--- src/rtl/laser_safety_sequencer_pkg.sv ---
// laser_seq_pkg: state encodings, fault codes and default timing for the laser safety sequencer
package laser_seq_pkg;

   typedef enum logic [2:0] {
      S_OFF      = 3'd0,
      S_SETTLE   = 3'd1,
      S_ARMED    = 3'd2,
      S_FAULT    = 3'd3,
      S_COOLDOWN = 3'd4
   } seq_state_t;

   localparam logic [2:0] F_NONE        = 3'd0;
   localparam logic [2:0] F_CURRENT     = 3'd1;
   localparam logic [2:0] F_PULSE_UPPER = 3'd2;
   localparam logic [2:0] F_PULSE_LOWER = 3'd3;
   localparam logic [2:0] F_RATE_LOWER  = 3'd4;
   localparam logic [2:0] F_PWR_GOOD    = 3'd5;
   localparam logic [2:0] F_WDT         = 3'd6;

   localparam int DEF_CNT_W             = 32;
   localparam int DEF_PWR_SETTLE_CYCLES = 25000;
   localparam int DEF_WDT_CYCLES        = 25000000;
   localparam int DEF_COOLDOWN_CYCLES   = 2500000;

   // lowest code wins when several limit flags rise together
   function automatic logic [2:0] limit_code(input logic cur, input logic pu, input logic pl, input logic rl);
      return cur ? F_CURRENT : pu ? F_PULSE_UPPER : pl ? F_PULSE_LOWER : rl ? F_RATE_LOWER : F_NONE;
   endfunction

endpackage

--- src/rtl/laser_safety_sequencer_if.sv ---
// laser_seq_if: host/limit_check controls in, driver and status outputs back
interface laser_seq_if;
   logic       enable_req;
   logic       wdt_en;
   logic       wdt_kick;
   logic       clear_fail;
   logic       pwr_good;
   logic       laser_ready;
   logic       pulse_lower_fail;
   logic       pulse_upper_fail;
   logic       rate_lower_fail;
   logic       current_fail;
   logic       laser_pwr_en;
   logic       ta_shutdown;
   logic       clear_limits;
   logic       watchdog_timeout;
   logic [2:0] fault_code;
   logic [2:0] seq_state;

   modport master (
      output enable_req, wdt_en, wdt_kick, clear_fail, pwr_good, laser_ready,
             pulse_lower_fail, pulse_upper_fail, rate_lower_fail, current_fail,
      input  laser_pwr_en, ta_shutdown, clear_limits, watchdog_timeout, fault_code, seq_state
   );

   modport slave (
      input  enable_req, wdt_en, wdt_kick, clear_fail, pwr_good, laser_ready,
             pulse_lower_fail, pulse_upper_fail, rate_lower_fail, current_fail,
      output laser_pwr_en, ta_shutdown, clear_limits, watchdog_timeout, fault_code, seq_state
   );
endinterface

--- src/rtl/laser_safety_sequencer_timer.sv ---
// seq_timer: saturating up-counter with clear, enable and terminal-count compare
module seq_timer #(
   parameter int CNT_W = 32
) (
   input  logic             clk,
   input  logic             rst,
   input  logic             clr,
   input  logic             en,
   input  logic [CNT_W-1:0] tc,
   output logic             done
);
   logic [CNT_W-1:0] cnt;

   // count up, hold at all-ones instead of wrapping
   always_ff @(posedge clk)
      if (rst || clr) cnt <= '0;
      else if (en && cnt != '1) cnt <= cnt + 1'b1;

   assign done = cnt == tc;
endmodule

--- src/rtl/laser_safety_sequencer.sv ---
// laser_safety_sequencer: arms the laser driver and TA only while supply, limits and host watchdog are healthy
module laser_safety_sequencer
   import laser_seq_pkg::*;
#(
   parameter int CNT_W             = DEF_CNT_W,
   parameter int PWR_SETTLE_CYCLES = DEF_PWR_SETTLE_CYCLES,
   parameter int WDT_CYCLES        = DEF_WDT_CYCLES,
   parameter int COOLDOWN_CYCLES   = DEF_COOLDOWN_CYCLES
) (
   input logic        clk,
   input logic        rst,
   laser_seq_if.slave io
);
   seq_state_t state, nxt;
   logic       pg_m, pg_s, en_d;
   logic       fault_any, st_done, wdt_done, wdt_exp;
   logic [2:0] lim_code, code, code_nxt;
   logic       to, to_nxt, cl_nxt;
   logic       pwr_en, ta, cl;
   logic [CNT_W-1:0] st_tc;

   assign fault_any = io.current_fail | io.pulse_upper_fail | io.pulse_lower_fail | io.rate_lower_fail;
   assign lim_code  = limit_code(io.current_fail, io.pulse_upper_fail, io.pulse_lower_fail, io.rate_lower_fail);
   assign st_tc     = state == S_SETTLE ? CNT_W'(PWR_SETTLE_CYCLES - 1) : CNT_W'(COOLDOWN_CYCLES - 1);
   assign wdt_exp   = state == S_ARMED && io.wdt_en && wdt_done && !io.wdt_kick;

   // en_d resets high so a request already held through reset needs a fresh low->high edge
   always_ff @(posedge clk)
      if (rst) begin
         pg_m <= 1'b0;
         pg_s <= 1'b0;
         en_d <= 1'b1;
      end else begin
         pg_m <= io.pwr_good;
         pg_s <= pg_m;
         en_d <= io.enable_req;
      end

   seq_timer #(.CNT_W(CNT_W)) u_state_timer (
      .clk  (clk),
      .rst  (rst),
      .clr  (nxt != state),
      .en   (1'b1),
      .tc   (st_tc),
      .done (st_done)
   );

   seq_timer #(.CNT_W(CNT_W)) u_wdt_timer (
      .clk  (clk),
      .rst  (rst),
      .clr  (io.wdt_kick || !io.wdt_en || state != S_ARMED),
      .en   (1'b1),
      .tc   (CNT_W'(WDT_CYCLES - 1)),
      .done (wdt_done)
   );

   // next state with fault > disarm > progress priority; fault code latched on FAULT entry only
   always_comb begin
      nxt      = state;
      code_nxt = code;
      to_nxt   = to;
      cl_nxt   = 1'b0;
      case (state)
         S_OFF:
            if (io.enable_req && !en_d && io.laser_ready && pg_s && !fault_any) begin
               nxt      = S_SETTLE;
               code_nxt = F_NONE;
               to_nxt   = 1'b0;
            end
         S_SETTLE:
            if (fault_any) begin
               nxt      = S_FAULT;
               code_nxt = lim_code;
            end else if (!pg_s) begin
               nxt      = S_FAULT;
               code_nxt = F_PWR_GOOD;
            end else if (!io.enable_req) nxt = S_OFF;
            else if (st_done) nxt = S_ARMED;
         S_ARMED:
            if (fault_any) begin
               nxt      = S_FAULT;
               code_nxt = lim_code;
            end else if (!pg_s) begin
               nxt      = S_FAULT;
               code_nxt = F_PWR_GOOD;
            end else if (wdt_exp) begin
               nxt      = S_FAULT;
               code_nxt = F_WDT;
               to_nxt   = 1'b1;
            end else if (!io.enable_req) nxt = S_OFF;
         S_FAULT:
            if (io.clear_fail && !fault_any) begin
               nxt    = S_COOLDOWN;
               cl_nxt = 1'b1;
            end
         S_COOLDOWN:
            if (fault_any) begin
               nxt      = S_FAULT;
               code_nxt = lim_code;
            end else if (st_done) nxt = S_OFF;
         default: nxt = S_OFF;
      endcase
   end

   // outputs decoded from the next state so they appear together with the state change
   always_ff @(posedge clk)
      if (rst) begin
         state  <= S_OFF;
         pwr_en <= 1'b0;
         ta     <= 1'b1;
         cl     <= 1'b0;
         to     <= 1'b0;
         code   <= F_NONE;
      end else begin
         state  <= nxt;
         pwr_en <= nxt == S_SETTLE || nxt == S_ARMED;
         ta     <= nxt != S_ARMED;
         cl     <= cl_nxt;
         to     <= to_nxt;
         code   <= code_nxt;
      end

   assign io.laser_pwr_en     = pwr_en;
   assign io.ta_shutdown      = ta;
   assign io.clear_limits     = cl;
   assign io.watchdog_timeout = to;
   assign io.fault_code       = code;
   assign io.seq_state        = state;
endmodule

--- src/flat_wrapper.sv ---
// flat-port wrapper written by rule: the top's interface ports become plain ports
module laser_safety_sequencer_flat import laser_seq_pkg::*;
#(
   parameter int CNT_W             = DEF_CNT_W,
   parameter int PWR_SETTLE_CYCLES = DEF_PWR_SETTLE_CYCLES,
   parameter int WDT_CYCLES        = DEF_WDT_CYCLES,
   parameter int COOLDOWN_CYCLES   = DEF_COOLDOWN_CYCLES
)
  (clk, rst, io_enable_req, io_wdt_en, io_wdt_kick, io_clear_fail, io_pwr_good, io_laser_ready, io_pulse_lower_fail, io_pulse_upper_fail, io_rate_lower_fail, io_current_fail, io_laser_pwr_en, io_ta_shutdown, io_clear_limits, io_watchdog_timeout, io_fault_code, io_seq_state);
  laser_seq_if io_i ();
  input logic clk;
  input logic rst;
  input wire logic [$bits(io_i.enable_req)-1:0] io_enable_req;
  input wire logic [$bits(io_i.wdt_en)-1:0] io_wdt_en;
  input wire logic [$bits(io_i.wdt_kick)-1:0] io_wdt_kick;
  input wire logic [$bits(io_i.clear_fail)-1:0] io_clear_fail;
  input wire logic [$bits(io_i.pwr_good)-1:0] io_pwr_good;
  input wire logic [$bits(io_i.laser_ready)-1:0] io_laser_ready;
  input wire logic [$bits(io_i.pulse_lower_fail)-1:0] io_pulse_lower_fail;
  input wire logic [$bits(io_i.pulse_upper_fail)-1:0] io_pulse_upper_fail;
  input wire logic [$bits(io_i.rate_lower_fail)-1:0] io_rate_lower_fail;
  input wire logic [$bits(io_i.current_fail)-1:0] io_current_fail;
  output wire logic [$bits(io_i.laser_pwr_en)-1:0] io_laser_pwr_en;
  output wire logic [$bits(io_i.ta_shutdown)-1:0] io_ta_shutdown;
  output wire logic [$bits(io_i.clear_limits)-1:0] io_clear_limits;
  output wire logic [$bits(io_i.watchdog_timeout)-1:0] io_watchdog_timeout;
  output wire logic [$bits(io_i.fault_code)-1:0] io_fault_code;
  output wire logic [$bits(io_i.seq_state)-1:0] io_seq_state;
  assign io_i.enable_req = io_enable_req;
  assign io_i.wdt_en = io_wdt_en;
  assign io_i.wdt_kick = io_wdt_kick;
  assign io_i.clear_fail = io_clear_fail;
  assign io_i.pwr_good = io_pwr_good;
  assign io_i.laser_ready = io_laser_ready;
  assign io_i.pulse_lower_fail = io_pulse_lower_fail;
  assign io_i.pulse_upper_fail = io_pulse_upper_fail;
  assign io_i.rate_lower_fail = io_rate_lower_fail;
  assign io_i.current_fail = io_current_fail;
  assign io_laser_pwr_en = io_i.laser_pwr_en;
  assign io_ta_shutdown = io_i.ta_shutdown;
  assign io_clear_limits = io_i.clear_limits;
  assign io_watchdog_timeout = io_i.watchdog_timeout;
  assign io_fault_code = io_i.fault_code;
  assign io_seq_state = io_i.seq_state;
  laser_safety_sequencer #(.CNT_W(CNT_W), .PWR_SETTLE_CYCLES(PWR_SETTLE_CYCLES), .WDT_CYCLES(WDT_CYCLES), .COOLDOWN_CYCLES(COOLDOWN_CYCLES)) u_core (.clk(clk), .rst(rst), .io(io_i));
endmodule
--- config.mk ---
export PLATFORM = sky130hd
export DESIGN_NAME = laser_safety_sequencer_flat
export DESIGN_NICKNAME = d
export VERILOG_FILES = /design/src/rtl/laser_safety_sequencer_pkg.sv /design/src/rtl/laser_safety_sequencer_if.sv /design/src/rtl/laser_safety_sequencer_timer.sv /design/src/rtl/laser_safety_sequencer.sv /design/src/flat_wrapper.sv
export SDC_FILE = /design/constraint.sdc
export NUM_CORES = 1
export LEC_CHECK = 0
export ABC_AREA = 1
export CAP_MARGIN = 20
export CELL_PAD_IN_SITES_DETAIL_PLACEMENT = 1
export CELL_PAD_IN_SITES_GLOBAL_PLACEMENT = 2
export CORE_UTILIZATION = 30
export CTS_CLUSTER_SIZE = 20
export DETAILED_ROUTE_END_ITERATION = 7
export PLACE_DENSITY = 0.8
export REMOVE_ABC_BUFFERS = 1
export SLEW_MARGIN = 5
export SYNTH_ARGS = -nofsm -noshare
export SYNTH_HDL_FRONTEND = slang
export SYNTH_SLANG_ARGS = --single-unit
--- constraint.sdc ---
create_clock -name clk -period 1.8 [get_ports clk]
set_input_delay 0.36 -clock clk [delete_from_list [all_inputs] [get_ports clk]]
set_output_delay 0.36 -clock clk [all_outputs]
set_load 0.02 [all_outputs]
### Word-level counts from Yosys, hierarchy flattened

Cells that the tools add are included.

* register bits: 77
* bits of input ports: 12
* output and inout bits: 10
* word-level logic and storage cells: 92

* add/sub/neg operators: 2
* eq/ne operators: 20
* mux-type cells: 32
* bitwise gates (word level): 4
* reduce and logical (&&, ||, !) cells: 23

Operator list (count)
* 2-to-1 mux 3 bit: 23
* adder 32 x 1 -> 32 bit (second input constant): 2
* inequality test 32 bit (second input constant): 2
* equality test 32 x 25 -> 1 bit (second input constant): 1
* equality test 32 bit: 1
* 2-to-1 mux 22 bit: 1
* case mux 3 bit (5 select lines): 1
* case mux 3 bit (4 select lines): 1
* AND reduction 5 bit: 2
* equality test 3 x 2 -> 1 bit (second input constant): 3
* logical AND 1 bit: 8
* inequality test 2 x 1 -> 1 bit (second input constant): 4
* equality test 3 x 1 -> 1 bit (second input constant): 2
* inequality test 3 x 2 -> 1 bit (second input constant): 2
* logical OR 1 bit: 5
* 2-to-1 mux 1 bit: 5
* zero test 1 bit: 4
* inequality test 4 bit (second input constant): 1
* nonzero test 4 bit: 1
* equality test 3 bit (second input constant): 1
* zero test 3 bit: 1
* inequality test 3 bit: 1
* inequality test 3 bit (second input constant): 1
* bitwise OR 1 bit: 3
* 5 further kinds: 5

### Logic depth before layout (Yosys ltp)

Gate-level depths: netlist (run 1).

* word-level depth: 10
* mapped depth: 15

### Cells and area by module

From an unflattened synthesis (run 1), not the netlist that was laid out.

* cells, all modules: 868
* area, all modules: 5674.2 um2

By module, submodules not included
* seq_timer: instances 2, cells an instance 367, area each 2417.3 um2
* laser_safety_sequencer: instances 1, cells an instance 134, area each 839.6 um2

### Worst setup path after synthesis (run 1)

No wires, ideal clock.

* kind: flip-flop to flip-flop
* start: register u_core.state[1], in the netlist u_core.io.seq_state[1]
* end: register u_core.u_state_timer.cnt[22]
* library setup time: 0.116 ns
* arrival: 1.738 ns
* required time: 1.684 ns
* path slack: -0.054 ns
* stages on the path, launching flop included: 13
* buffers on the path: 1
* period minus slack after synthesis: 1.854 ns
* cells stage by stage: dfxtp_1 -> inv_1 -> nand3_4 -> nand2_1 -> o21ai_1 -> nand3_1 -> nand2_1 -> nand2_1 -> o21ai_0 -> nor2_2 -> nand2_2 -> buf_6 -> nor2_2

* word-level cells in the longest chain between the ends: 10
* elaborated cells on any way between the ends: 25
* those cells by class: 6 x eq/ne; 14 x mux; 5 x reduce/logical

Ends and longest elaborated chain
* start, declared: line laser_safety_sequencer.sv:14 `seq_state_t state, nxt;`
* start signal, assigned: line laser_safety_sequencer.sv:115 `state <= nxt;`
* equality test 3 x 1 -> 1 bit or equality test 3 x 2 -> 1 bit (tied branches): line laser_safety_sequencer.sv:24, laser_safety_sequencer.sv:63, laser_safety_sequencer.sv:25
* 2-to-1 mux 22 bit or logical AND 1 bit (tied branches): line laser_safety_sequencer.sv:24, laser_safety_sequencer.sv:25
* equality test 32 bit or logical AND 1 bit (tied branches): line laser_safety_sequencer_timer.sv:19, laser_safety_sequencer.sv:25
* 2-to-1 mux 3 bit or logical AND 1 bit (tied branches): line laser_safety_sequencer.sv:78, laser_safety_sequencer.sv:25
* 2-to-1 mux 3 bit (on tied branches): line laser_safety_sequencer.sv:77, laser_safety_sequencer.sv:86
* 2-to-1 mux 3 bit (on tied branches): line laser_safety_sequencer.sv:74, laser_safety_sequencer.sv:83
* 2-to-1 mux 3 bit (on tied branches): line laser_safety_sequencer.sv:71, laser_safety_sequencer.sv:80
* case mux 3 bit (5 select lines): line laser_safety_sequencer.sv:63 `case (state)`
* inequality test 3 bit (*): line laser_safety_sequencer.sv:42 `.clr (nxt != state),`
* logical OR 1 bit (*): line laser_safety_sequencer_timer.sv:16 `if (rst || clr) cnt <= '0;`
* end signal, assigned: line laser_safety_sequencer_timer.sv:17 `else if (en && cnt != '1) cnt <= cnt + 1'b1;`
* end, declared: line laser_safety_sequencer_timer.sv:12 `logic [CNT_W-1:0] cnt;`

Every way passes the cells marked *; elsewhere a longest branch is shown, timed or not.
A chain may end at the register's enable or synchronous reset.

### Worst setup path in the final report (run 1)

* start: register u_core.u_state_timer.cnt[15]
* end: register u_core.u_state_timer.cnt[20]

* word-level cells in the longest chain between the ends: 8
* elaborated cells on any way between the ends: 12
* those cells by class: 1 x add/sub; 3 x eq/ne; 7 x mux; 1 x reduce/logical

Ends and longest elaborated chain
* equality test 32 bit: line laser_safety_sequencer_timer.sv:19 `assign done = cnt == tc;`
* 2-to-1 mux 3 bit: line laser_safety_sequencer.sv:78 `else if (st_done) nxt = S_ARMED;`
* 2-to-1 mux 3 bit: line laser_safety_sequencer.sv:77 `end else if (!io.enable_req) nxt = S_OFF;`
* 2-to-1 mux 3 bit: line laser_safety_sequencer.sv:74 `end else if (!pg_s) begin`
* 2-to-1 mux 3 bit: line laser_safety_sequencer.sv:71 `if (fault_any) begin`
* case mux 3 bit (5 select lines): line laser_safety_sequencer.sv:63
* inequality test 3 bit: line laser_safety_sequencer.sv:42
* logical OR 1 bit: line laser_safety_sequencer_timer.sv:16

Several ways; a longest one is shown, not always the timed one.

==> results of run 1 <==
## power groups by stage
stage | Combinational [mW] | Clock (mW) | Sequential (mW)
after floorplan | 0.477 | 0 | 1.91
after global placement | 1.03 | 0 | 1.85
after detailed placement | 1.08 | 0 | 1.85
after CTS | 1.44 | 1.87 | 1.83
after global routing | 1.73 | 1.92 | 1.84
final | 1.64 | 1.83 | 1.83
## stage by stage
step	hold WS [ns]	worst slack, ns	area [µm²]	TNS, ns
global placement	0.398	-0.544	6530	-19.86
floorplan	0.388	-0.440	4670	-17.71
finish	0.405	-0.428	7710	-14.28
global route	0.451	-0.519	7710	-20.04
detailed placement	0.400	-0.642	6530	-24.58
CTS	0.408	-0.363	7160	-11.63
## sequential cells by signal (all words and copies together) (netlist names)
name / flops
u_core.io.seq_state: 3
u_core.io.clear_limits: 1
u_core.io.fault_code: 3
u_core.pg_s: 1
u_core.io.laser_pwr_en: 1
u_core.u_wdt_timer.cnt: 32
u_core.pg_m: 1
u_core.en_d: 1
u_core.u_state_timer.cnt: 32
u_core.io.watchdog_timeout: 1
u_core.io.ta_shutdown: 1
## cells in the mapped netlist, drive strengths merged
master / number
a21boi: 1
a21oi: 36
a22oi: 1
a31o: 1
and3: 2
buf: 6
clkbuf: 4
dfxtp: 77
ha: 2
inv: 119
nand2: 166
nand3: 47
nand3b: 3
nand4: 27
nor2: 149
nor3: 23
nor3b: 2
nor4: 9
o211a: 1
o211ai: 1
o21a: 1
o21ai: 31
xnor2: 6
xor2: 26
## worst max-delay path: cells and delay by family (launching register included)
kind | cells | cell delay, ns
buffers and inverters | 4 | 0.49
and+or+nand+nor | 12 | 1.35
DFF | 1 | 0.32
## path summary, 6_finish.rpt
check             slack [ns]                                         to                                       from  cells past startpoint
setup reg to reg       -0.43  u_core.u_state_timer.cnt[20]$_SDFFE_PP0P_  u_core.u_state_timer.cnt[15]$_SDFFE_PP0P_                     16
hold reg to reg         0.41                     u_core.pg_s$_SDFF_PP0_                     u_core.pg_m$_SDFF_PP0_                      2
hold / removal          0.41                     u_core.pg_s$_SDFF_PP0_                     u_core.pg_m$_SDFF_PP0_                      2
setup / recovery       -0.43  u_core.u_state_timer.cnt[20]$_SDFFE_PP0P_  u_core.u_state_timer.cnt[15]$_SDFFE_PP0P_                     16
## logic make-up after synthesis
group / count (synthesis) / share of synthesized area [%]
AND/OR/NAND/NOR: 428 / 41.9
AO/OA/AOI/OAI: 73 / 8.19
flip-flops: 77 / 32.5
XOR/XNOR: 32 / 5.91
adder cells (fa/ha/maj): 2 / 0.528
buffers and inverters: 129 / 11.0
## layer usage
metal	wire [µm]	up-vias	global-route usage (%)
li1	-	2833	-
met1	8160	2768	26.0
met2	10000	74	41.6
met3	466	49	4.01
met4	652	0	7.54
met5	0	-	0
## layout make-up
cell class              count  area [µm²]
clock buffers              10         229
fillers                  1952        7600
flip-flops and latches     77        1560
repair buffers            238        1990
well taps                 211         264
inverters                 119         452
clock inverters             5        52.6
multi-input cells         535        3170
## repair_timing
action,CTS,global route
pin swaps,25,37
hold buffers,0,0
setup buffers,9,25
cloned,3,0
setup endpoints to repair,62,66
gates resized for setup,62,113
==> summary by stage, run 1 <==
Synth
The top-area cell type share of the netlist area is 32.5%. In this run the mean area of a mapped cell was 6.39 µm². The synthesized netlist contains 38 unique library cells.

Ranked by total cell area, the synthesized netlist is headed by sky130_fd_sc_hd__dfxtp_1 (33%), sky130_fd_sc_hd__nand2_1 (13%), sky130_fd_sc_hd__inv_1 (9.0%). After synthesis the netlist holds a flip-flop and latch count of 77. Synthesis handed over a netlist of 741 instances.

During synthesis, Yosys emitted a total of 0 warnings. The register area share after synthesis is 32.5%. sky130_fd_sc_hd__dfxtp_1 takes more of the synthesized area than any other cell. The netlist area before placement is 4740 µm².

Global routing
Global routing finished with a remaining overflow of 0. The largest net degree at the start of global routing is 15. The initial antenna violation count came to 0.

The number of global-route vias before repair came to 5,971. The first-pass GRT wire length is 28.7 mm. The global routing usage summed across all routing layers is 22.5%.

Power
Combinational cells account for 31.0% of the total power. The worst-case IR drop observed on VDD is 0.394 mV. The fraction of power consumed by sequential logic is 34.5%. Net switching is 32.9% of the power. For this design the static power due to leakage is 3.44 nW. The total power is 5.31 mW. The power density relative to cell area is 688 nW/µm².

Internal power comes to 3.56 mW. The clock network burns 34.5% of the power. The analysis attributes to net switching a power of 1.75 mW.

Floorplan
The core box area is 15,300 µm². The horizontal die dimension is 128 µm. The die outline area is 16,300 µm². Measured along the y axis, the die boundary spans 128 µm.

The effective utilization at floorplan is 30.9%. During I/O placement, the number of pins put on the boundary was 22. The placement row count is 45.

Timing
The slew at the pin with the worst max-slew slack is 0.525 ns. Static timing analysis puts the maximum clock frequency at 449 MHz. Setup repair after global routing could not meet its margin everywhere. The total of endpoints with negative setup slack in the final report is 49.

Dividing the final minimum period by the clock period gives 124%. The clock arrives with 0.00729 ns of skew. The worst path in the final design needs a cycle of 2.23 ns, including I/O delays and setup. The max-slew violation count was 0. In this run the tightest slew margin relative to its limit is 64.7%. The final worst-path setup slack is -0.428 ns. The final hold violation count is 0.

Drt
The average wire per cell in the routed design is 16.2 µm. Using the TritonRoute via totals, the vias-per-cell ratio works out to 4.79. The first-pass iteration count of the detailed router is 5. In the routed design, unresolved DRC markers number 0. The count of routing violations after the opening detailed-route iteration is 176. The vias after detailed routing is 5,724.

The count of nets left with antenna violations once routing finished came out at 0. The detailed-route wire length is 19.3 mm.

Cells and area
The final instance count without filler cells is 1,195. The core utilization of the finished layout is 50.4%. The number of antenna diodes is 0. The most frequent standard cell in the layout excluding fill and tap cells is sky130_fd_sc_hd__buf_4. The share of layout cells above drive strength 1 is 38.3%. From synthesis to final layout, the design area changed by 62.8%.

After the last flow step, the layout net total stands at 994. Leaving out fill and tap cells, the most frequent cells in the layout are sky130_fd_sc_hd__buf_4 (197), sky130_fd_sc_hd__nand2_1 (136), sky130_fd_sc_hd__inv_1 (104).

Clock network
The clock tree synthesis step divided the H-tree into 3 levels. The number of buffers created by CTS is 9. The clock net in this run drives a total of 77 sinks.

The cell chosen for the clock root is sky130_fd_sc_hd__clkbuf_16. The number of buffers on the longest clock path is 2. The clock insertion delay at the later pin of the skew report is 0.35 ns.

The TritonCTS clock tree is yes. After clock tree synthesis, the clock-pin slew on the worst setup and hold paths is 0.06 ns.

Worst setup path
The required time of the critical path is 2.10 ns. The category of the most critical setup path is register to register. The critical path data arrival time is 2.53 ns. The sort of element at the start of the critical path is a register. In this design, the critical path's most frequently occurring cell is sky130_fd_sc_hd__nand2_1. Walking the worst path, the cells encountered are inv_1 > nand3_1 > nor2_1 > nand2_1 > nor2_2 > buf_6 > buf_6 > nand4_1 > nand2_2 > nand2_2 > nand2_1 > nand2_1 > nor2_2 > nand2_4 > buf_16 > nor2_4. The maximum single-stage delay on the critical path is 0.32 ns. The slowest stage cell on the critical path is sky130_fd_sc_hd__dfxtp_1. STA classifies the critical path endpoint as a register. In this run the worst path has a maximum fanout of 8.

Outcome
The final reports fail on setup timing. The run finished, with violations left.

Placed design
The HPWL after detailed placement is 13.4 mm. Once placement completed, the tool counted placed cells totaling 1,145. The final estimated routing congestion in global placement is 0.958. The quantity of I/O buffers inserted on ports is 21.

Worst hold path
The tightest min-delay check is of the register to register type.

Job
The number of max-cap violations is 0.
Note: power is estimated with default switching activity, not from simulation.
==> inputs of run 2 (changes only) <==
- CELL_PAD_IN_SITES_GLOBAL_PLACEMENT: 2 -> 1
- CORE_UTILIZATION: 30 -> 39
==> run 2 against run 1 <==
Compared with the run above:
- the flow now stops in global routing
- synthesized cell count is the same
- area after synthesis is the same
==> summary by stage, run 2 <==
Placed design
The final estimated routing congestion in global placement is 0.909 (-5.1%). The quantity of I/O buffers inserted on ports is 21 (unchanged). The HPWL after detailed placement came to 14.5 mm (+8.4%). The cell total after placement is 1,076 (-6.0%).

Synth
By area the synthesized netlist is led by sky130_fd_sc_hd__dfxtp_1 (33%), sky130_fd_sc_hd__nand2_1 (13%), sky130_fd_sc_hd__inv_1 (9.0%). The netlist area before placement came to 4740 µm² (unchanged). The top-area cell type share of the netlist area is 32.5% (unchanged). The register bit total from synthesis is 77 (unchanged).

The register area share after synthesis was 32.5% (unchanged). The fraction of synthesis flops using an asynchronous set or reset pin is 0% (unchanged). The count of flip-flops with a built-in enable after synthesis is 0 (unchanged). The synthesized instance count is 741 (unchanged). The number of library cell types mapped by synthesis is 38 (unchanged). The number of warnings reported in the yosys synthesis log was 0 (unchanged). The library cell occupying the most area in the post-synthesis netlist is sky130_fd_sc_hd__dfxtp_1. By count the netlist is led by sky130_fd_sc_hd__nand2_1 (160), sky130_fd_sc_hd__inv_1 (114), sky130_fd_sc_hd__nor2_1 (112). The mean post-synth cell area is 6.39 µm² (unchanged).

The cell with the most instances after synthesis is sky130_fd_sc_hd__nand2_1. In the synthesized netlist the dominant register cell turns out to be sky130_fd_sc_hd__dfxtp_1.

Clock network
The cell chosen for the clock root is sky130_fd_sc_hd__clkbuf_16. The number of buffers created by CTS is 9 (unchanged). The number of levels the H-tree was split into is 3 (unchanged).

The total clock sinks is 77 (unchanged). The number of buffers on the longest clock path was 2 (unchanged). The number of buffers added to fix hold violations after cts is 0 (unchanged).

Floorplan
The horizontal die dimension was 112 µm (-12%). The I/O pin count is 22 (unchanged). The effective utilization at floorplan is 40.8% (+9.9 points).

The die extent in y is 112 µm (-12%). The placement row count is 39 (-13%).

Outcome
The last stage reached is global routing. The flow did not finish. The first error in the log reads "[ERROR DPL-0033] detailed placement checks failed during check placement".

Timing
After the last repair the worst path ends at a register data pin. The critical endpoint after global-route timing repair is u_core.u_state_timer.cnt[22]$_SDFFE_PP0P_/D.

Global routing
The largest net degree at the start of global routing is 22. The initial antenna violation count is 5.
==> run 2: cell counts after synthesis <==
Identical to the previous run, type by type.
==> run 2: cells by family after synthesis <==
family	share of synthesized area, %
XOR/XNOR	5.91
AND/OR/NAND/NOR	41.9
adder cells (fa/ha/maj)	0.528
flip-flops	32.5
AO/OA/AOI/OAI	8.19
buffers and inverters	11.0
==> run 2: through the flow <==
step | area (µm²) | hold WS (ns) | util, % | setup WS (ns)
after detailed placement | 6460 | 0.424 | 55.7 | -0.659
after floorplan | 4670 | 0.388 | - | -0.440
after global placement | 6460 | 0.398 | 55.7 | -0.459
after CTS | 7330 | 0.441 | 63.1 | -0.327
==> run 2: repair_timing <==
item	CTS
pin swaps	36
setup endpoints to repair	67
gates resized for setup	135
cloned	2
buffers inserted	18
==> inputs of run 3 (changes only) <==
- CELL_PAD_IN_SITES_DETAIL_PLACEMENT: 1 -> default
- CELL_PAD_IN_SITES_GLOBAL_PLACEMENT: 1 -> default
- CORE_UTILIZATION: 39 -> 30
- CTS_CLUSTER_SIZE: 20 -> default
- PLACE_DENSITY: 0.8 -> default
- PLACE_DENSITY_LB_ADDON: default -> 0.15
- clock period: 1.8 -> 2.34 ns (I/O delays scaled with it)
==> run 3 against run 2 <==
Compared with the run above:
- the run now ends clean
==> summary by stage, run 3 (synthesis gave the netlist of run 1 again) <==
Timing
The worst path uses 94.2% of the clock period. The final hold violation count came to 0. Between clock sinks in the finished design, the worst skew comes to 0.00781 ns. The max-slew violation count is 0.

Static timing analysis puts the maximum clock frequency at 454 MHz. The total of endpoints with negative setup slack in the final report is 0. After routing, the total negative slack on setup checks comes to 0 ns. For the finished layout, the period the worst path requires is 2.20 ns. In this run the tightest slew margin relative to its limit is 69.2%. Setup repair after global routing left no endpoint under its margin. The slew at the pin with the worst max-slew slack is 0.458 ns.

Drt
The detailed-route wire length is 12.5 mm. The count of unresolved DRC violations after routing is 0. The final route contains 4,673 vias.

In the routed layout, each cell is associated on average with a via count of 4.60. The detailed router finished its first iteration with 265 violations. The first-pass iteration count of the detailed router is 7. The average wire per cell in the routed design is 12.4 µm. The final antenna-violating net count is 0.

Clock network
The number of buffers on the longest clock path is 2 (unchanged). The number of buffers added to fix hold violations after cts is 0 (unchanged). The clock slew at the register clock pins of the worst setup and hold paths is 0.06 ns. The total clock sinks is 77 (unchanged). The number of levels the H-tree was split into is 3 (unchanged). The TritonCTS clock tree is yes. The number of buffers created by CTS came to 9 (unchanged). The post-CTS setup buffer count came to 0 (-18). The number of cells upsized or downsized after cts is 0 (-100%). At the later pin of the worst-skew pair, clock insertion delay measures 0.34 ns. The tree is rooted in a sky130_fd_sc_hd__clkbuf_16.

Placed design
The cell total after placement was 1,000 (-7.1%). The final estimated routing congestion in global placement is 0.908 (-0.12%). The quantity of I/O buffers inserted on ports is 21 (unchanged). The area of placed instances is 5460 µm² (-16%).

The HPWL after detailed placement is 9.82 mm (-32%).

Cells and area
The area added between synthesis and finish is 21.3%. The area of all placed cells without fillers is 5750 µm². At the end of the flow, the number of nets in the layout was 814. The final instance count without filler cells is 1,016. The share of layout cells above drive strength 1 is 14.0%. Leaving out fill and tap cells, the most frequent cell in the layout is sky130_fd_sc_hd__nand2_1. The core utilization of the finished layout is 37.5%. In the layout the commonest cells are sky130_fd_sc_hd__nand2_1 (160), sky130_fd_sc_hd__inv_1 (113), sky130_fd_sc_hd__nor2_1 (110). The number of antenna diodes is 0.

The layout has 1,663 filler cells. The largest registers in the layout are u_core.u_state_timer.cnt: 32 flops, u_core.u_wdt_timer.cnt: 32 flops.

Global routing
Summed over all layers, the global routing overflow is 0. The number of global-route vias before repair is 4,478. The global routing usage summed across all routing layers is 16.5%. Entering global routing, the biggest net connects 29 pins. The initial antenna violation count came to 0.

The first global-routing pass estimated 21.1 mm of wire.

Outcome
The flow ran to the end, and the final reports show no timing, DRC or antenna violations.

Floorplan
The horizontal die dimension is 128 µm (+14%). The die outline area is 16,300 µm². The I/O pin count is 22 (unchanged). The placement row count came to 45 (+15%). The effective utilization at floorplan came to 30.9% (-9.9 points).

The core region is 15,300 µm². The die extent in y is 128 µm (+14%).

Worst setup path
The worst setup path is launched from a register. Along the worst path, the maximum fanout reaches 7. The worst setup path is of the register to register kind.

For the worst setup path, the data arrival time is 2.44 ns. The category of the worst setup path capture point is a register. The required time of the critical path is 2.58 ns.

Power
Across the VDD grid, the largest voltage drop is 0.359 mV. The total power is 3.49 mW. Dividing total power by cell area gives a power density of 608 nW/µm². The leakage component of the power is 2.40 nW.

Job
Max-cap violations in this run came to 0.

Worst hold path
The worst hold path class is register to register.
run 3: worst max-delay path: stages (launching register included):
cell	delay (ns)
sky130_fd_sc_hd__dfxtp_1	0.34
sky130_fd_sc_hd__ha_1	0.20
sky130_fd_sc_hd__buf_4	0.15
sky130_fd_sc_hd__and3_1	0.19
sky130_fd_sc_hd__nand3_1	0.18
sky130_fd_sc_hd__nor3b_2	0.27
sky130_fd_sc_hd__nand3_1	0.32
sky130_fd_sc_hd__nand4_1	0.20
sky130_fd_sc_hd__xor2_1	0.19
sky130_fd_sc_hd__nor2_2	0.05
run 3: final timing paths:
check | startpoint | endpoint | slack [ns] | cells past startpoint
setup / recovery | u_core.u_state_timer.cnt[0]$_SDFFE_PP0P_ | u_core.u_state_timer.cnt[22]$_SDFFE_PP0P_ | 0.14 | 9
hold / removal | u_core.pg_m$_SDFF_PP0_ | u_core.pg_s$_SDFF_PP0_ | 0.40 | 2
setup reg to reg | u_core.u_state_timer.cnt[0]$_SDFFE_PP0P_ | u_core.u_state_timer.cnt[22]$_SDFFE_PP0P_ | 0.14 | 9
hold reg to reg | u_core.pg_m$_SDFF_PP0_ | u_core.pg_s$_SDFF_PP0_ | 0.40 | 2
run 3: routing by layer:
layer | share of wire (%) | vias to the layer above | track usage, %
li1 | - | 2470 | -
met1 | 49 | 2103 | 20.8
met2 | 46 | 84 | 27.6
met3 | 3.6 | 16 | 4.05
met4 | 1.7 | 0 | 5.12
met5 | 0 | - | 0
run 3: metrics by stage:
step	hold WS, ns	setup WS (ns)
floorplan	0.388	0.0999
global placement	0.403	-0.104
detailed placement	0.396	-0.139
CTS	0.406	0.141
global route	0.423	0.00870
finish	0.402	0.136
run 3: area by class of cell:
| cell class | count | area [µm²] | area share [%] |
|---|---|---|---|
| timing repair buffer | 58 | 528 | 9.18 |
| clock inverter | 5 | 33.8 | 0.588 |
| tap | 211 | 264 | 4.59 |
| sequential | 77 | 1540 | 26.8 |
| clock buffer | 11 | 243 | 4.22 |
| inverter | 119 | 447 | 7.77 |
| multi-input combinational | 535 | 2690 | 46.8 |
run 3: where the power goes:
part,switching (mW),internal [mW]
Sequential,0.0401,1.37
Clock,0.580,0.748
Combinational,0.446,0.315
Total,1.07,2.43
==> inputs of run 4 (changes only) <==
- REMOVE_ABC_BUFFERS: 1 -> default
==> run 4 against run 3 <==
Compared with the run above:
- die area is the same
- sequential power hardly changed
- fmax rose by 2.1%
- global-route usage up 0.26 points
- largest power group unchanged
- hold slack improved by 0.0067 ns
- count of clock-buffer cells in the layout rose by 1
- flip-flop and latch count unchanged
==> summary by stage, run 4 (synthesis gave the netlist of run 1 again) <==
Outcome
The flow ran to the end, and the final reports show no timing, DRC or antenna violations.

Drt
The count of unresolved DRC violations after routing is 0 (unchanged). The final antenna-violating net count was 0 (unchanged). The average wire per cell in the routed design is 12.3 µm (-0.46%). The via-per-instance ratio is 4.64 (+0.96%).

The detailed-route wire length is 12.6 mm (+0.33%). The count of routing violations after the opening detailed-route iteration was 312 (+18%). The vias after detailed routing is 4,755 (+1.8%). The first-pass iteration count of the detailed router is 5 (-2).

Worst hold path
The min-delay analysis places its worst path in the category register to register. The startpoint of the lowest-slack hold path is u_core.pg_m$_SDFF_PP0_. The endpoint with the worst hold slack is u_core.pg_s$_SDFF_PP0_. The cell count of the worst hold path is 2 (unchanged).

Placed design
The area of placed instances is 5490 µm² (+0.69%). The pre-CTS setup slack is -0.130 ns (+0.00893 ns). The final estimated routing congestion in global placement is 0.933 (+2.7%). The quantity of I/O buffers inserted on ports is 21 (unchanged). The HPWL after detailed placement was 9.72 mm (-0.99%).

Timing
The total of endpoints with negative setup slack in the final report came to 0 (unchanged). The relative max-transition margin was 69.7% (+0.48 points). The final worst-path setup slack was 0.182 ns (+0.0453 ns).

Setup repair after global routing left no endpoint under its margin. The final critical-path share of the clock period came to 92.2% (-1.9 points). The time the worst path needs with I/O delays and setup came to 2.16 ns (-0.0453 ns).

The max-slew violation count is 0 (unchanged). The largest clock skew in the final design was 0.00903 ns (+0.00122 ns). The peak clock frequency supported by timing is 463 MHz (+2.1%). The smallest hold slack is 0.409 ns (+0.00671 ns). The final hold violation count is 0 (unchanged). The slew at the pin with the worst max-slew slack is 0.453 ns (-0.00536 ns).

Global routing
The initial antenna violation count is 0 (unchanged). The number of global-route vias before repair came to 4,481 (+0.067%). The first-pass GRT wire length is 21.5 mm (+1.5%). The global routing usage summed across all routing layers is 16.7% (+0.26 points). The overall overflow remaining after global route is 0 (unchanged). The largest net degree at the start of global routing is 29 (unchanged).

Floorplan
The core box area is 15,300 µm² (unchanged). The placement row count came to 45 (unchanged). The die outline area is 16,300 µm² (unchanged). The die extent in y was 128 µm (unchanged). The horizontal die dimension was 128 µm (unchanged).

The I/O pin count was 22 (unchanged). The effective utilization at floorplan is 30.9% (unchanged).

Clock network
The cell chosen for the clock root is sky130_fd_sc_hd__clkbuf_16. The number of buffers on the longest clock path is 2 (unchanged). The number of buffers created by CTS is 9 (unchanged).

The total clock sinks is 77 (unchanged). The clock insertion delay at the later pin of the skew report is 0.35 ns (about the same). The clock slew at the register clock pins of the worst setup and hold paths was 0.06 ns (about the same). The number of buffers added to fix hold violations after cts came to 0 (unchanged). The TritonCTS clock tree is yes.

The number of levels the H-tree was split into is 3 (unchanged).

Power
The internal power is 2.52 mW (+3.6%). The net switching fraction of the power came to 29.4% (-1.1 points). The worst vdd rail ir drop is 0.345 mV (-4.0%).

The net switching power is 1.05 mW (-1.5%). The power density relative to cell area is 611 nW/µm² (+0.50%). The leakage component of the power is 2.45 nW (+2.2%). The fraction of power consumed by sequential logic came to 39.3% (-0.9 points). The power share of the clock group is 39.0% (+1.0 points). The combinational share of power is 21.7% (about the same).

Worst setup path
The endpoint of the most critical register-to-register path is u_core.u_state_timer.cnt[8]$_SDFFE_PP0P_. The worst reg2reg path startpoint is u_core.io.seq_state[1]$_SDFF_PP0_. The critical path data arrival time is 2.40 ns (-0.04 ns). The top fanout value on the critical path is 18 (+11). The worst reg-to-reg setup slack is 0.18 ns (+0.05 ns). The category of the worst setup path capture point is a register. The cell count of the worst reg-to-reg path is 14 (+5). The sort of element at the start of the critical path is a register. Tracing the worst setup path back leads to its startpoint at u_core.io.seq_state[1]$_SDFF_PP0_. The worst setup path is of the register to register kind. The required time of the critical path is 2.58 ns (about the same).

Cells and area
The core utilization of the finished layout is 38.1% (+0.58 points). The number of antenna diodes is 0 (unchanged). The share of layout cells above drive strength 1 is 14.6% (+0.60 points). The area of all placed cells without fillers came to 5840 µm² (+1.5%). In the layout the commonest cells are sky130_fd_sc_hd__nand2_1 (159), sky130_fd_sc_hd__inv_1 (114), sky130_fd_sc_hd__nor2_1 (111).

The area added between synthesis and finish is 23.2%. The most frequent standard cell in the layout excluding fill and tap cells is sky130_fd_sc_hd__nand2_1. The largest registers in the layout are u_core.u_state_timer.cnt: 32 flops, u_core.u_wdt_timer.cnt: 32 flops. The count of nets after finishing is 822 (+0.98%).

Synth
The number of nets handed over by synthesis was 755.

Job
The number of max-cap violations is 0 (unchanged).
## run 4: cell types whose count changed in the layout (fill, tap and decap cells not counted), sizes merged
cell           change
dlymetal6s2s       -1
clkbuf             +1
clkinvlp           -2
clkdlybuf4s50      +1
buf                +8
clkinv             +1
bufinv             +1
inv                -1
## run 4: critical path: stages, from the launching register on
cell and delay, ns:
sky130_fd_sc_hd__dfxtp_1 0.35, sky130_fd_sc_hd__inv_1 0.21, sky130_fd_sc_hd__nand3_4 0.16, sky130_fd_sc_hd__inv_2 0.12, sky130_fd_sc_hd__nand2_1 0.06, sky130_fd_sc_hd__nand2_1 0.12
sky130_fd_sc_hd__nand3_1 0.16, sky130_fd_sc_hd__nand2_1 0.10, sky130_fd_sc_hd__nand2_1 0.06, sky130_fd_sc_hd__o21ai_0 0.15, sky130_fd_sc_hd__buf_4 0.13, sky130_fd_sc_hd__nor2_2 0.04
sky130_fd_sc_hd__nand2_2 0.13, sky130_fd_sc_hd__buf_12 0.20, sky130_fd_sc_hd__nor2_2 0.04
## run 4: worst max path at each step
stage	to	slack [ns]	cells after the start
finish	u_core.u_state_timer.cnt[8]$_SDFFE_PP0P_	0.18	14
global route	u_core.u_state_timer.cnt[10]$_SDFFE_PP0P_	0.002	15
CTS	u_core.u_state_timer.cnt[8]$_SDFFE_PP0P_	0.13	14
detailed placement	u_core.u_state_timer.cnt[1]$_SDFFE_PP0P_	-0.13	12
global placement	u_core.u_state_timer.cnt[12]$_SDFFE_PP0P_	-0.06	15
floorplan	u_core.u_state_timer.cnt[22]$_SDFFE_PP0P_	0.49	12
## run 4: through the flow
step | std cells | total power, mW | setup TNS (ns)
2_1_floorplan | 741 | 1.89 | 0
3_3_place_gp | 1005 | 2.18 | -1.73
3_5_place_dp | 1005 | 2.19 | -3.62
4_1_cts | 1021 | 3.60 | 0
5_1_grt | 1024 | 3.75 | 0
6_report | 1024 | 3.57 | 0
## run 4: timing repair
item                       CTS  global route
setup endpoints to repair    0            33
resized for setup            0             8
buffers inserted             0             3
## run 4: metal layers
metal	track usage [%]	up-vias	routed length [µm]	share of wire [%]
met4	5.12	0	214	1.7
li1	-	2486	-	-
met5	0	-	0	0
met2	27.6	93	5860	47
met3	4.13	18	501	4.0
met1	21.5	2158	6010	48
## run 4: power groups by stage
stage / Combinational [mW] / Sequential, mW / Clock (mW)
finish: 0.774 / 1.40 / 1.39
global route: 0.851 / 1.41 / 1.49
CTS: 0.761 / 1.40 / 1.44
detailed placement: 0.758 / 1.43 / 0
global placement: 0.754 / 1.43 / 0
floorplan: 0.424 / 1.47 / 0
## run 4: layout make-up
cell class              count  area [µm²]
multi-input cells         535        2720
inverters                 119         447
repair buffers             66         586
flip-flops and latches     77        1540
clock buffers              12         236
fillers                  1672        9480
well taps                 211         264
clock inverters             4        48.8
==> RTL edit, RTL diff (flow settings as in run 4) <==
Make the reset (`rst`) asynchronous in 2 clocked blocks.
--- a/src/rtl/laser_safety_sequencer.sv
+++ b/src/rtl/laser_safety_sequencer.sv
@@ -26,5 +26,5 @@
 
    // en_d resets high so a request already held through reset needs a fresh low->high edge
-   always_ff @(posedge clk)
+   always_ff @(posedge clk or posedge rst)
       if (rst) begin
          pg_m <= 1'b0;
@@ -104,5 +104,5 @@
 
    // outputs decoded from the next state so they appear together with the state change
-   always_ff @(posedge clk)
+   always_ff @(posedge clk or posedge rst)
       if (rst) begin
          state  <= S_OFF;
Function: differs if rst is asserted again (counterexample within 4 cycles, from zero or initial values and one cycle with rst high); with rst held inactive, the same outputs for 10 cycles.
==> RTL edit against run 4 <==
Combinational power is 50% higher; sequential cell count did not move; design area is 0.17% lower; routed wire length decreased by 4.4%; core utilization decreased by 0.34 points; setup slack worse by 0.0096 ns; via count is 5.7% lower; largest power group unchanged; power up 12%; area after synthesis up 1.5%; critical endpoint is now u_core.u_state_timer.cnt[22].
==> RTL edit: results (changes against run 4) <==
stage,metric,value,unit,change
finish,final cell count without fillers,973,,-5.0%
yosys,post-synthesis sequential area ratio,33.45,%,+0.91 points
critical_path,CP endpoint,u_core.u_state_timer.cnt[22],,
placement,Post-DP Area,0.005503,mm2,+0.18%
critical_path,Stages on worst setup path,15,,+1
critical_path,slowest library cell on the worst path,clkdlybuf4s50_1,,
yosys,Syn Area/Cell,6.873,um2,+7.5%
sta,Slew HR,65.04,%,-4.7 points
grt,global routing usage on met3,3.368,%,-0.76 points
critical_path,r2r startpoint,u_core.u_state_timer.cnt[0],,
placement,hpwl dp,9419,um,-3.1%
power,worst vdd ir,0.4752,mV,+38%
detailed_routing,detailed router's first-iteration violation count,279,,-11%
grt,global-route wire length before repair,20700,um,-3.6%
sta,Fin Hold WS,0.3569,ns,-0.05167 ns
finish,Layout Nets,772,,-6.1%
placement,gp weighted congestion,0.8977,,-3.7%
grt,met2 Use GR,26.17,%,-1.5 points
critical_path,crit path launch,io_pulse_upper_fail,,
finish,fillers,1644,,-1.7%
critical_path,reg2reg setup slack,0.22,ns,+0.04 ns
placement,Inst Count DP,958,,-4.7%
yosys,synth unique cells,42,,+11%
detailed_routing,routed length per placed instance,12.36,um,+0.57%
yosys,"FFs w/ async S/R, synth",16.88,%,+17 points
finish,share of layout cells above drive strength 1,14.83,%,+0.19 points
sta,setup ws final,0.1722,ns,-0.009576 ns
detailed_routing,post-DR vias/cell,4.606,,-0.80%
status,status,completed,,
grt,largest net degree at the start of global routing,24,,-17%
-- RTL edit: report_power, final --
group	switching (W)	leakage [nW]	internal, W
sequential	0.0000607	0.675	0.00139
combinational	0.000718	1.48	0.000442
clock	0.000554	0.146	0.000831
total	0.00133	2.30	0.00266
-- RTL edit: cells by family (layout without fill, tap and decap cells) --
| logic type | after synthesis | count (layout) | synth area share (%) |
|---|---|---|---|
| flops | 77 | 77 | 33.45 |
| xor+xnor | 40 | 40 | 7.282 |
| simple gates | 408 | 408 | 41.95 |
| fa+ha+maj | 2 | 2 | 0.5201 |
| buf+inv | 116 | 178 | 10.17 |
| compound gates | 57 | 57 | 6.632 |
-- RTL edit: layout make-up --
type	instances	area, um2	area share [%]
multi-input combinational	507	2743	47.06
clock inverter	3	17.52	0.3006
sequential	77	1609	27.61
timing repair buffer	57	518.0	8.888
inverter	106	399.1	6.848
clock buffer	12	277.8	4.766
tap	211	264.0	4.530
